<file path="src/rtl/cmd_exec_dispatch.sv">
// -----------------------------------------------------------------------------
// cmd_exec_dispatch
//
// Command execution stage in the dst_clk domain. Commands arrive from the
// command bus synchronizer over a four-phase req/ack handshake and are queued
// in a small FIFO. A dispatcher pops them in order, drops NOP and reserved
// entries, and issues WRITE/READ on a valid/ready register bus. READ data is
// returned on a valid/ready response channel.
//
// Build option:
//   CMD_EXEC_ERR_EN  when defined, a popped reserved opcode sets the sticky
//                    err_flag and increments the saturating err_cnt. When
//                    undefined, reserved opcodes behave as NOP and the error
//                    outputs are constant 0.
//
// Ports:
//   dst_clk     in   block clock
//   dst_rst     in   asynchronous active-low reset
//   cmd_in      in   command word {opcode[1:0], addr[ADDR_W-1:0], data[DATA_W-1:0]}
//   cmd_req     in   level request, cmd_in stable while high
//   cmd_ack     out  level acknowledge (four-phase)
//   bus_valid   out  register bus request
//   bus_we      out  1 = write, 0 = read
//   bus_addr    out  register address
//   bus_wdata   out  write data
//   bus_ready   in   bus accepts; bus_rdata valid in the same cycle for reads
//   bus_rdata   in   read data
//   rsp_valid   out  read response valid
//   rsp_addr    out  address of the response
//   rsp_data    out  read data
//   rsp_ready   in   response consumer ready
//   fifo_level  out  current FIFO occupancy
//   err_flag    out  sticky reserved-opcode flag
//   err_cnt     out  saturating reserved-opcode count
//   err_clr     in   clears err_flag and err_cnt
//
// CMD_WIDTH must equal 2 + ADDR_W + DATA_W; FIFO_DEPTH must be a power of
// two and at least 2 so the pointers wrap naturally.
// -----------------------------------------------------------------------------
module cmd_exec_dispatch #(
    parameter int CMD_WIDTH  = 16,
    parameter int ADDR_W     = 6,
    parameter int DATA_W     = 8,
    parameter int FIFO_DEPTH = 4
) (
    input  logic                          dst_clk,
    input  logic                          dst_rst,
    input  logic [CMD_WIDTH-1:0]          cmd_in,
    input  logic                          cmd_req,
    output logic                          cmd_ack,
    output logic                          bus_valid,
    output logic                          bus_we,
    output logic [ADDR_W-1:0]             bus_addr,
    output logic [DATA_W-1:0]             bus_wdata,
    input  logic                          bus_ready,
    input  logic [DATA_W-1:0]             bus_rdata,
    output logic                          rsp_valid,
    output logic [ADDR_W-1:0]             rsp_addr,
    output logic [DATA_W-1:0]             rsp_data,
    input  logic                          rsp_ready,
    output logic [$clog2(FIFO_DEPTH):0]   fifo_level,
    output logic                          err_flag,
    output logic [7:0]                    err_cnt,
    input  logic                          err_clr
);

    localparam int PTR_W = $clog2(FIFO_DEPTH);
    localparam int LVL_W = PTR_W + 1;

    typedef enum logic [1:0] {
        S_IDLE  = 2'd0,
        S_ISSUE = 2'd1,
        S_RESP  = 2'd2
    } state_t;

    typedef enum logic [1:0] {
        OP_NOP   = 2'b00,
        OP_WRITE = 2'b01,
        OP_READ  = 2'b10,
        OP_RSVD  = 2'b11
    } op_t;

    // ------------------------------------------------------------------
    // Command FIFO
    // ------------------------------------------------------------------
    logic [CMD_WIDTH-1:0] r_mem [FIFO_DEPTH];
    logic [PTR_W-1:0]     r_wr_ptr;
    logic [PTR_W-1:0]     r_rd_ptr;
    logic [LVL_W-1:0]     r_level;
    logic                 r_ack;
    state_t               r_state;

    logic                 w_full;
    logic                 w_empty;
    logic                 w_push;
    logic                 w_pop;
    logic [CMD_WIDTH-1:0] w_head;
    op_t                  w_head_op;

    assign w_full    = (r_level == LVL_W'(FIFO_DEPTH));
    assign w_empty   = (r_level == '0);
    // A new word is taken only on the rising phase of the handshake (ack
    // still low), which limits capture to one push per four-phase cycle.
    assign w_push    = cmd_req && !r_ack && !w_full;
    // The dispatcher consumes one entry per cycle while idle; NOP and
    // reserved entries are simply dropped on the pop.
    assign w_pop     = (r_state == S_IDLE) && !w_empty;
    assign w_head    = r_mem[r_rd_ptr];
    assign w_head_op = op_t'(w_head[CMD_WIDTH-1 -: 2]);

    // NOTE: storage array has no reset; validity is tracked by the pointers
    // and level, so clearing the data would only cost reset fan-out.
    always_ff @(posedge dst_clk) begin
        if (w_push) begin
            r_mem[r_wr_ptr] <= cmd_in;
        end
    end

    // NOTE: sequential state uses non-blocking assignments so every register
    // sees the pre-edge values of the others regardless of statement order.
    always_ff @(posedge dst_clk or negedge dst_rst) begin
        if (!dst_rst) begin
            r_wr_ptr <= '0;
            r_rd_ptr <= '0;
            r_level  <= '0;
        end else begin
            if (w_push) begin
                r_wr_ptr <= r_wr_ptr + PTR_W'(1);
            end
            if (w_pop) begin
                r_rd_ptr <= r_rd_ptr + PTR_W'(1);
            end
            case ({w_push, w_pop})
                2'b10:   r_level <= r_level + LVL_W'(1);
                2'b01:   r_level <= r_level - LVL_W'(1);
                default: r_level <= r_level;
            endcase
        end
    end

    // Four-phase acknowledge: set on capture, held while req stays high,
    // dropped on the edge after req is seen low.
    always_ff @(posedge dst_clk or negedge dst_rst) begin
        if (!dst_rst) begin
            r_ack <= 1'b0;
        end else if (!cmd_req) begin
            r_ack <= 1'b0;
        end else if (w_push) begin
            r_ack <= 1'b1;
        end
    end

    // ------------------------------------------------------------------
    // Dispatcher FSM with registered bus and response outputs
    // ------------------------------------------------------------------
    logic              r_bus_valid;
    logic              r_bus_we;
    logic [ADDR_W-1:0] r_bus_addr;
    logic [DATA_W-1:0] r_bus_wdata;
    logic              r_rsp_valid;
    logic [ADDR_W-1:0] r_rsp_addr;
    logic [DATA_W-1:0] r_rsp_data;

    always_ff @(posedge dst_clk or negedge dst_rst) begin
        if (!dst_rst) begin
            r_state     <= S_IDLE;
            r_bus_valid <= 1'b0;
            r_bus_we    <= 1'b0;
            r_bus_addr  <= '0;
            r_bus_wdata <= '0;
            r_rsp_valid <= 1'b0;
            r_rsp_addr  <= '0;
            r_rsp_data  <= '0;
        end else begin
            case (r_state)
                S_IDLE: begin
                    if (w_pop && (w_head_op == OP_WRITE || w_head_op == OP_READ)) begin
                        r_bus_valid <= 1'b1;
                        r_bus_we    <= (w_head_op == OP_WRITE);
                        r_bus_addr  <= w_head[ADDR_W+DATA_W-1 -: ADDR_W];
                        r_bus_wdata <= w_head[DATA_W-1:0];
                        r_state     <= S_ISSUE;
                    end
                end
                S_ISSUE: begin
                    if (bus_ready) begin
                        r_bus_valid <= 1'b0;
                        if (r_bus_we) begin
                            r_state <= S_IDLE;
                        end else begin
                            // Read data is only valid while bus_ready is high,
                            // so it is captured on the accepting edge.
                            r_rsp_valid <= 1'b1;
                            r_rsp_addr  <= r_bus_addr;
                            r_rsp_data  <= bus_rdata;
                            r_state     <= S_RESP;
                        end
                    end
                end
                S_RESP: begin
                    // No pop happens here, so a read completes before the
                    // next command leaves the FIFO.
                    if (rsp_ready) begin
                        r_rsp_valid <= 1'b0;
                        r_state     <= S_IDLE;
                    end
                end
                default: begin
                    r_state <= S_IDLE;
                end
            endcase
        end
    end

    assign cmd_ack    = r_ack;
    assign fifo_level = r_level;
    assign bus_valid  = r_bus_valid;
    assign bus_we     = r_bus_we;
    assign bus_addr   = r_bus_addr;
    assign bus_wdata  = r_bus_wdata;
    assign rsp_valid  = r_rsp_valid;
    assign rsp_addr   = r_rsp_addr;
    assign rsp_data   = r_rsp_data;

    // ------------------------------------------------------------------
    // Reserved-opcode error tracking
    // ------------------------------------------------------------------
`ifdef CMD_EXEC_ERR_EN
    logic       r_err_flag;
    logic [7:0] r_err_cnt;

    // Clear has priority over a coincident reserved pop.
    always_ff @(posedge dst_clk or negedge dst_rst) begin
        if (!dst_rst) begin
            r_err_flag <= 1'b0;
            r_err_cnt  <= 8'd0;
        end else if (err_clr) begin
            r_err_flag <= 1'b0;
            r_err_cnt  <= 8'd0;
        end else if (w_pop && w_head_op == OP_RSVD) begin
            r_err_flag <= 1'b1;
            if (r_err_cnt != 8'hFF) begin
                r_err_cnt <= r_err_cnt + 8'd1;
            end
        end
    end

    assign err_flag = r_err_flag;
    assign err_cnt  = r_err_cnt;
`else
    // Error tracking is compiled out: outputs are tied low and err_clr has
    // no effect (the AND keeps the input connected to a load).
    assign err_flag = 1'b0 & err_clr;
    assign err_cnt  = 8'd0;
`endif

endmodule

</file>
<file path="config.mk">
export PLATFORM = sky130hd
export DESIGN_NAME = cmd_exec_dispatch
export DESIGN_NICKNAME = d
export VERILOG_FILES = /design/src/rtl/cmd_exec_dispatch.sv
export SDC_FILE = /design/constraint.sdc
export NUM_CORES = 1
export LEC_CHECK = 0
export ABC_AREA = 1
export BUFFER_PORTS_ARGS = -buffer_cell sky130_fd_sc_hd__buf_2
export CORE_ASPECT_RATIO = 0.5
export CORE_MARGIN = 8
export CORE_UTILIZATION = 60
export DETAILED_ROUTE_END_ITERATION = 12
export PLACE_DENSITY = 0.94
export SETUP_SLACK_MARGIN = 0.4
export SLEW_MARGIN = 20
export SYNTH_ARGS = -nofsm -noshare
export SYNTH_HDL_FRONTEND = slang
export SYNTH_SLANG_ARGS = --single-unit
</file>
<file path="constraint.sdc">
create_clock -name dst_clk -period 5.4 [get_ports dst_clk]
set_clock_uncertainty 0.05 [all_clocks]
set_input_delay 1.08 -clock dst_clk [delete_from_list [all_inputs] [get_ports dst_clk]]
set_output_delay 1.08 -clock dst_clk [all_outputs]
set_load 0.03 [all_outputs]
</file>
==> results of run 1 <==
[cell type report]
type                    instances  area [sq um]  area share
inverters                      75           282      0.0548
clock inverters                 5          55.1      0.0107
multi-input cells             254          1170       0.228
flip-flops and latches        105          2950       0.573
repair buffers                 64           323      0.0628
well taps                      96           120      0.0234
clock buffers                  11           243      0.0472
[logic make-up (layout without fill, tap and decap cells)]
kind of cell | after synthesis | after routing | share of synthesized area
other | 1 | 9 | 0.000830
buffers and inverters | 99 | 155 | 0.0970
AO/OA/AOI/OAI | 10 | 10 | 0.0125
AND/OR/NAND/NOR | 224 | 224 | 0.208
adder cells (fa/ha/maj) | 7 | 7 | 0.0211
XOR/XNOR | 4 | 4 | 0.00776
flip-flops | 105 | 105 | 0.653
[path summary, 6_finish.rpt]
path	start	depth (start not counted)	to	slack (ns)
worst min-delay path	rsp_addr[0]$_DFFE_PN0P_	2	rsp_addr[0]$_DFFE_PN0P_	0.41
max in group asynchronous	dst_rst	1	rsp_data[0]$_DFFE_PN0P_	3.94
min in group asynchronous	dst_rst	1	bus_wdata[3]$_DFFE_PN0P_	0.80
worst max-delay path	r_rd_ptr[1]$_DFFE_PN0P_	7	bus_wdata[7]$_DFFE_PN0P_	2.57
worst max register to register	r_rd_ptr[1]$_DFFE_PN0P_	7	bus_wdata[7]$_DFFE_PN0P_	2.57
worst min register to register	rsp_addr[0]$_DFFE_PN0P_	2	rsp_addr[0]$_DFFE_PN0P_	0.41
[worst register-to-register path, cell delays in order, from the launching register on]
cell	delay, ns
dfrtp_1	0.82
inv_1	0.51
o21ai_0	0.19
o22ai_1	0.10
ha_1	0.34
nand3b_2	0.46
nand2_1	0.15
nand2_1	0.09
[sequential cells by signal, summed over array words and instances, names as in the netlist]
name / flops
r_state: 2
rsp_addr: 6
rsp_valid: 1
r_mem: 64
cmd_ack: 1
bus_valid: 1
r_wr_ptr: 2
fifo_level: 3
rsp_data: 8
bus_we: 1
bus_addr: 6
bus_wdata: 8
r_rd_ptr: 2
[stage by stage]
| stage | instance area (sq um) | std cells | utilization | total power [W] |
|---|---|---|---|---|
| 2_1_floorplan | 4550 | 458 | - | 0.00216 |
| 3_3_place_gp | 4840 | 594 | 0.661 | 0.00242 |
| 3_5_place_dp | 4840 | 594 | 0.661 | 0.00248 |
| 4_1_cts | 5140 | 610 | 0.702 | 0.00315 |
| 5_1_grt | 5140 | 610 | 0.702 | 0.00333 |
| 6_report | 5140 | 610 | 0.702 | 0.00314 |
[per-layer routing]
layer	global-route usage	vias up
li1	-	1507
met1	0.213	1498
met2	0.317	201
met3	0.0678	27
met4	0.0814	2
met5	0	-
[cell usage after synthesis, types with 3 or more instances]
library cell,instances,area [sq um]
nor2_1,8,30.0
buf_2,11,55.1
nand3_1,44,220
dfrtp_1,41,1030
inv_1,72,270
edfxtp_1,64,1920
nand2_1,162,608
o21ai_0,5,25.0
buf_4,12,90.1
ha_1,6,75.1
inv_2,3,11.3
[where the power goes]
part	switching [W]	internal, W
Clock	0.000269	0.000370
Combinational	0.000936	0.000366
Sequential	0.000131	0.00107
==> impl_metrics.tcl, run 1 <==
set metrics [dict create \
    design.die.area_sq_um 10700 \
    drt_iter0_markers 354 \
    grt_max_degree 42 \
    gr-total-overflow 0 \
    ir_drop_mv 0.277 \
    synth-seq-cells 105 \
    setup_viol 0 \
    postCtsHoldBufs 0 \
    cts.sinks 105 \
    ys_types 27 \
    netlist_area_sq_um 4520 \
    crit_buf_inv 1 \
    setup_slack_ns 2.57 \
    cap_violations 0 \
    clk_latency_ns 0.34 \
    place_congestion 0.768 \
    cts_buffer_depth 2 \
    worstPathArrival_ns 3.00 \
    cts_made_buffers 9 \
    die_x_um 139 \
    path_class "reg2reg" \
    routed_wl_mm 9.92 \
    cp_common_cell "nand2_1" \
    htreeDepth 3 \
    max_stage_delay_ns 0.82 \
    critical_path.max_fanout 19 \
    post_cts_buffers 0 \
    coreArea_sq_um 7320 \
    grt_pass1_vias 3225 \
    start_util 0.617 \
    wl_met2_mm 4.89 \
    status "completed" \
    dp.final_hpwl_mm 6.19 \
    cts_tree "built" \
    mostFrequentLayoutCell "nand2_1" \
    syn_avg_cell_area_sq_um 10.0 \
    rsz0062_at_grt "no" \
    antenna_found_initial 1 \
    worst_hold_path_type "reg2reg" \
    die_h_um 77.4 \
    power_leakage_nw 2.56 \
    seq_area_frac_synth 0.653 \
    end_kind "flop" \
    drv_slew 0 \
    dp_slack_ns 2.60 \
    p_per_area_nw_per_um2 611 \
    fmax_ghz 0.354 \
    dr.max_layer_used "met5" \
    pin_count 74 \
    drcViolationCount 0 \
    grt_pass1_wl_mm 16.0 \
    avgViaCountPerCell 5.30 \
    synthCells 450 \
    timing.hold.ws_ns 0.412 \
    synth_edf_count 64 \
    route.met3.wl_mm 1.03 \
    fin_setup_tns_ns 0 \
    clk_pin_slew_worst_paths_ns 0.06 \
    syn2layout_area_growth_pct 13.8 \
    fin_crit_sh 0.524 \
    slew_headroom 0.317 \
    slowest_stage "dfrtp_1" \
    nets 546 \
    wl_met1_mm 3.79 \
    fin_crit_ns 2.83 \
    synth_flop_cell "edfxtp_1" \
    drive_gt1_frac 0.181 \
    dr_total_vias 3235 \
    rows 22 \
    detail_route.first_pass.iterations 6 \
    wl_per_cell_um 16.3 \
    worst_slew_pin_slew_ns 1.02 \
    portBuffers 63 \
    fillers 470 \
    ant_nets 0 \
    antenna_cells 0 \
    async_flop_share 0.390 \
    hold_viol 0 \
    grtUsageTotal 0.187 \
    path_cells "inv_1 > o21ai_0 > o22ai_1 > ha_1 > nand3b_2 > nand2_1 > nand2_1" \
    final_cell_mix "nand2_1 (162), inv_1 (72), edfxtp_1 (64)" \
    crit_family "flip-flops" \
    cts_resized 0 \
    yosys_warnings 0 \
    worstSetupStartpointType "flop" \
    worstPathRequired_ns 5.57 \
    cts_root_buf "clkbuf_16" \
]
No activity file was read; power rests on OpenSTA's default activity.
==> run 2, diff against run 1 <==
- ABC_AREA: 1 -> 0
- CORE_UTILIZATION: 60 -> 50
- PLACE_DENSITY: 0.94 -> 0.85
- clock period: 5.4 -> 2.5 ns (I/O delays scaled with it)
==> run 2 against run 1 <==
Net effect:
- non-clock buffer count up 13
- final cell count down 33%
- setup slack worse by 2.3 ns
- first-iteration DRC count down 74%
- total power up 130%
- combinational power up 130%
- register-to-register slack worse by 2.3 ns
- flip-flop and latch count unchanged
- largest cell class unchanged
==> impl_metrics.tcl, run 2 <==
set metrics [dict create \
    cts_made_buffers 9 \
    ys_types 34 \
    synth_edf_count 64 \
    multi_input_area_sq_um 1170 \
    power_leakage_nw 2.05 \
    cts_tree "built" \
    htreeDepth 3 \
    p_per_area_nw_per_um2 1410 \
    yosysTopAreaCellShare 0.458 \
    worstPathArrival_ns 2.44 \
    start_util 0.519 \
    clk_latency_ns 0.35 \
    worstPathRequired_ns 2.69 \
    grt_pass1_wl_mm 12.1 \
    yosys_warnings 0 \
    slew_headroom 0.382 \
    total_power_w 0.00711 \
    seq_area_sq_um 2950 \
    fillers 546 \
    ir_drop_mv 0.567 \
    avgViaCountPerCell 5.04 \
    mostFrequentLayoutCell "edfxtp_1" \
    cts.sinks 105 \
    critical_path.max_fanout 8 \
    portBuffers 63 \
    nets 327 \
    status "completed" \
    die_h_um 80.8 \
    gr-total-overflow 0 \
    yosysMostFrequentCell "edfxtp_1" \
    rows 23 \
    drt_iter0_markers 93 \
    antenna_cells 0 \
    synth_common_cells "edfxtp_1 (64), dfrtp_1 (41), mux2_2 (21)" \
    seq_area_frac_synth 0.702 \
    timing.hold.ws_ns 0.220 \
    drv_slew 0 \
    design.die.area_sq_um 11800 \
    synthCells 210 \
    final_cell_mix "edfxtp_1 (64), buf_2 (63), dfrtp_1 (38)" \
    cap_violations 0 \
    largest_reg_flops 64 \
    synth-seq-cells 105 \
    worst_hold_path_type "in2async" \
    antenna_found_initial 0 \
    ant_nets 0 \
    yosys.area.top_type "edfxtp_1" \
    worst_slew_pin_slew_ns 0.927 \
    syn2layout_area_growth_pct 20.2 \
    detail_route.first_pass.iterations 4 \
    setup_viol 0 \
    hold_viol 0 \
    die_x_um 146 \
    grt_pass1_vias 2279 \
    routed_wl_mm 7.68 \
    clk_pin_slew_worst_paths_ns 0.07 \
    synth_flop_cell "edfxtp_1" \
    coreArea_sq_um 8090 \
    fin_crit_sh 0.900 \
    dr_total_vias 2052 \
    drive_gt1_frac 0.508 \
    rsz0062_at_grt "yes" \
    grtUsageTotal 0.136 \
    end_kind "flop" \
    netlist_area_sq_um 4200 \
    place_congestion 0.693 \
    worstSetupStartpointType "flop" \
    synthTopCellsByArea "edfxtp_1 (46%), dfrtp_1 (24%), mux2_2 (5.6%), mux4_1 (5.0%), mux4_2 (4.3%)" \
    dp.final_hpwl_mm 5.27 \
    wl_per_cell_um 18.9 \
    finalCoreUtilization 0.624 \
    grt_max_degree 42 \
    cts_root_buf "clkbuf_16" \
    regMostFlops "r_mem" \
    path_class "reg2reg" \
    pin_count 74 \
    drcViolationCount 0 \
    cts_buffer_depth 2 \
    fin_crit_ns 2.25 \
    syn_avg_cell_area_sq_um 20.0 \
    async_flop_share 0.390 \
    fmax_ghz 0.445 \
]
[run 2: logic make-up after synthesis]
family                     after synthesis  share of synthesized area
AOI/OAI and AO/OA                        4                    0.00716
xor gates and xnor gates                 6                     0.0125
adders and majority gates                7                     0.0227
buffers and inverters                   24                     0.0379
DFF                                    105                      0.702
muxes                                   47                      0.184
other                                    1                   0.000894
and+or+nand+nor                         16                     0.0325
[run 2: layout make-up]
type                       instances  share of cell area
multi-input combinational         89               0.233
clock inverter                     6              0.0179
clock buffer                      10              0.0454
inverter                           8             0.00645
sequential                       105               0.585
timing repair buffer              77              0.0848
tap                              112              0.0278
[run 2: power breakdown]
| group | switching, W | internal (W) | leakage [nW] |
|---|---|---|---|
| logic | 0.00158 | 0.00143 | 0.832 |
| registers | 0.000268 | 0.00234 | 1.06 |
| clock network | 0.000604 | 0.000882 | 0.153 |
[run 2: what timing repair did]
action / CTS / global route
gates resized for setup: 11 / 0
hold buffers: 0 / 0
cloned: 0 / 0
buffers inserted: 5 / 1
hold endpoints to repair: 0 / 0
endpoints found under the setup margin: 17 / 17
pin swaps: 6 / 0
[run 2: worst paths after layout]
| kind | start | depth (start not counted) | end | slack [ns] |
|---|---|---|---|---|
| min in group dst_clk | cmd_in[9] | 1 | r_mem[3][9]$_DFFE_PP_ | 0.32 |
| hold reg to reg | bus_valid$_DFFE_PN0P_ | 1 | bus_valid$_DFFE_PN0P_ | 0.44 |
| hold / removal | dst_rst | 1 | bus_wdata[6]$_DFFE_PN0P_ | 0.22 |
| max in group asynchronous | dst_rst | 1 | fifo_level[2]$_DFFE_PN0P_ | 1.53 |
| setup / recovery | r_rd_ptr[0]$_DFFE_PN0P_ | 6 | bus_wdata[3]$_DFFE_PN0P_ | 0.25 |
| setup reg to reg | r_rd_ptr[0]$_DFFE_PN0P_ | 6 | bus_wdata[3]$_DFFE_PN0P_ | 0.25 |
[run 2: per-layer routing]
metal	GRT usage	vias up	routed length, um
met4	0.0690	0	135
li1	-	945	-
met1	0.150	1028	3130
met5	0	-	0
met3	0.0549	11	540
met2	0.233	68	3880
[run 2: through the flow]
stage          setup TNS (ns)  cells  setup slack (ns)  cell area, sq um
2_1_floorplan          -0.536    218           -0.0670              4260
3_3_place_gp                0    385             0.193              4640
3_5_place_dp                0    385             0.160              4640
4_1_cts                     0    406             0.261              5040
5_1_grt                     0    407             0.173              5040
6_report                    0    407             0.250              5040
[run 2: worst max-delay path, stage by stage, from the launching register on]
cell and delay, ns:
dfrtp_1 0.42, mux4_2 0.52, inv_2 0.09, ha_4 0.20
nor4_4 0.31, buf_6 0.23, mux2_4 0.32
==> run 3, diff against run 2 <==
- CORE_UTILIZATION: 50 -> 52
- CTS_BUF_LIST: default -> sky130_fd_sc_hd__clkbuf_8
- PLACE_DENSITY: 0.85 -> 0.88
==> run 3 against run 2 <==
Net effect:
- clock-buffer cell count down 1
- critical endpoint is now bus_wdata[0]$_DFFE_PN0P_
- first-iteration DRC count shrank 19%
- critical path type unchanged
- fmax is 1.2% lower
- wire length up 1.5%
- sequential power about the same
==> impl_metrics.tcl, run 3 (synthesized netlist as in run 2, its figures left out) <==
set metrics [dict create \
    worst_slew_pin_slew_ns 0.920 \
    p_switching_w 0.00248 \
    sw_frac_of_total 0.360 \
    die_h_um 79.5 \
    worstPathArrival_ns 2.49 \
    htreeDepth 3 \
    design.die.area_sq_um 11400 \
    dr_total_vias 2093 \
    status "completed" \
    pin_count 74 \
    ir_drop_mv 0.510 \
    cts_root_buf "clkbuf_8" \
    syn2layout_area_growth_pct 18.3 \
    slew_headroom 0.387 \
    setup_slack_ns 0.223 \
    instances_no_fill 408 \
    start_util 0.530 \
    antenna_found_initial 0 \
    mostFrequentLayoutCell "edfxtp_1" \
    place_congestion 0.736 \
    routed_wl_mm 7.80 \
    clkPwrFrac 0.165 \
    rr_startpoint "r_rd_ptr[0]$_DFFE_PN0P_" \
    drive_gt1_frac 0.517 \
    dp.final_hpwl_mm 5.14 \
    p_int_w 0.00440 \
    finalCoreUtilization 0.627 \
    fmax_ghz 0.439 \
    grt_pass1_vias 2287 \
    hold_viol 0 \
    max_stage_delay_ns 0.54 \
    grt_max_degree 42 \
    rrSetupSlack_ns 0.22 \
    p_per_area_nw_per_um2 1390 \
    rsz0062_at_grt "yes" \
    power_leakage_nw 2.01 \
    slowest_stage "mux4_2" \
    drcViolationCount 0 \
    total_power_w 0.00688 \
    largest_reg_flops 64 \
    critical_path.max_fanout 7 \
    fin_crit_ns 2.28 \
    regMostFlops "r_mem" \
    nets 328 \
    portBuffers 63 \
    die_x_um 143 \
    dp.cells 384 \
    grtUsageMet3 0.0543 \
    cts.sinks 105 \
    worst_hold_path_type "in2async" \
    worstPathRequired_ns 2.71 \
    cts_tree "built" \
    postCtsHoldBufs 0 \
    avgViaCountPerCell 5.13 \
    drv_slew 0 \
    path_cells "mux4_2 > ha_4 > nor4_4 > buf_4 > buf_6 > mux2_4" \
    fin_crit_sh 0.911 \
    busiest_layer "met2" \
    antenna_cells 0 \
    cap_violations 0 \
    grt_use_met1 0.144 \
    final_cell_mix "edfxtp_1 (64), buf_2 (63), dfrtp_1 (37)" \
    combPwrFrac 0.454 \
    path_depth 6 \
    drt_iter0_markers 75 \
    p_seq_frac 0.381 \
    coreArea_sq_um 7910 \
    path_class "reg2reg" \
    grtUsageTotal 0.142 \
    grt_pass1_wl_mm 12.0 \
    clk_pin_slew_worst_paths_ns 0.10 \
    wl_per_cell_um 19.1 \
    crit_family "multiplexers" \
    cts_made_buffers 9 \
    rows 23 \
    gr-total-overflow 0 \
    worstSetupStartpointType "flop" \
    end_kind "flop" \
    reg2regPathDepth 6 \
    cts_buffer_depth 2 \
    setup_viol 0 \
    detail_route.first_pass.iterations 4 \
    crit_buf_inv 2 \
    crit_path_start "r_rd_ptr[0]$_DFFE_PN0P_" \
    dp_slack_ns 0.142 \
    clk_latency_ns 0.37 \
    ant_nets 0 \
    grt_util_met2 0.256 \
]
[run 3: cell count changes in the layout (fill, tap and decap cells not counted), sizes merged]
cell | before | now
buf | 77 | 78
clkbuf | 10 | 9
clkinvlp | 1 | 2
[run 3: stage by stage]
step,cell area [sq um],hold WS (ns),setup TNS (ns)
finish,4960,0.204,0
global route,4960,0.264,0
CTS,4920,0.236,0
detailed placement,4640,0.442,0
global placement,4640,0.434,0
floorplan,4260,0.154,-0.536
[run 3: final cells by class]
class / count / area (sq um)
multi-input combinational: 89 / 1180
timing repair buffer: 78 / 439
inverter: 8 / 32.5
clock inverter: 7 / 100
sequential: 105 / 2950
tap: 112 / 140
clock buffer: 9 / 124
fill: 526 / 2950
[run 3: worst paths after layout]
path / end
min in group dst_clk: r_mem[3][11]$_DFFE_PP_
hold reg to reg: rsp_data[2]$_DFFE_PN0P_
setup / recovery: bus_wdata[0]$_DFFE_PN0P_
setup reg to reg: bus_wdata[0]$_DFFE_PN0P_
hold / removal: bus_wdata[2]$_DFFE_PN0P_
max in group asynchronous: r_rd_ptr[0]$_DFFE_PN0P_
[run 3: power groups by stage]
stage               clock [W]  combinational [W]  sequential, W
global placement            0            0.00269        0.00261
floorplan                   0            0.00158        0.00315
CTS                   0.00117            0.00300        0.00262
finish                0.00114            0.00312        0.00262
detailed placement          0            0.00281        0.00265
global route          0.00123            0.00332        0.00267
[run 3: layer usage]
metal,part of all wire,vias up,routed length (um)
li1,-,938,-
met3,0.078,15,612
met5,0,-,0
met2,0.52,68,4060
met4,0.023,0,181
met1,0.38,1072,2940
[run 3: what timing repair did]
action / CTS / global route
pin swaps: 2 / 7
setup endpoints to repair: 17 / 19
resized for setup: 11 / 4
buffers inserted: 2 / 5
gates cloned: 1 / 0
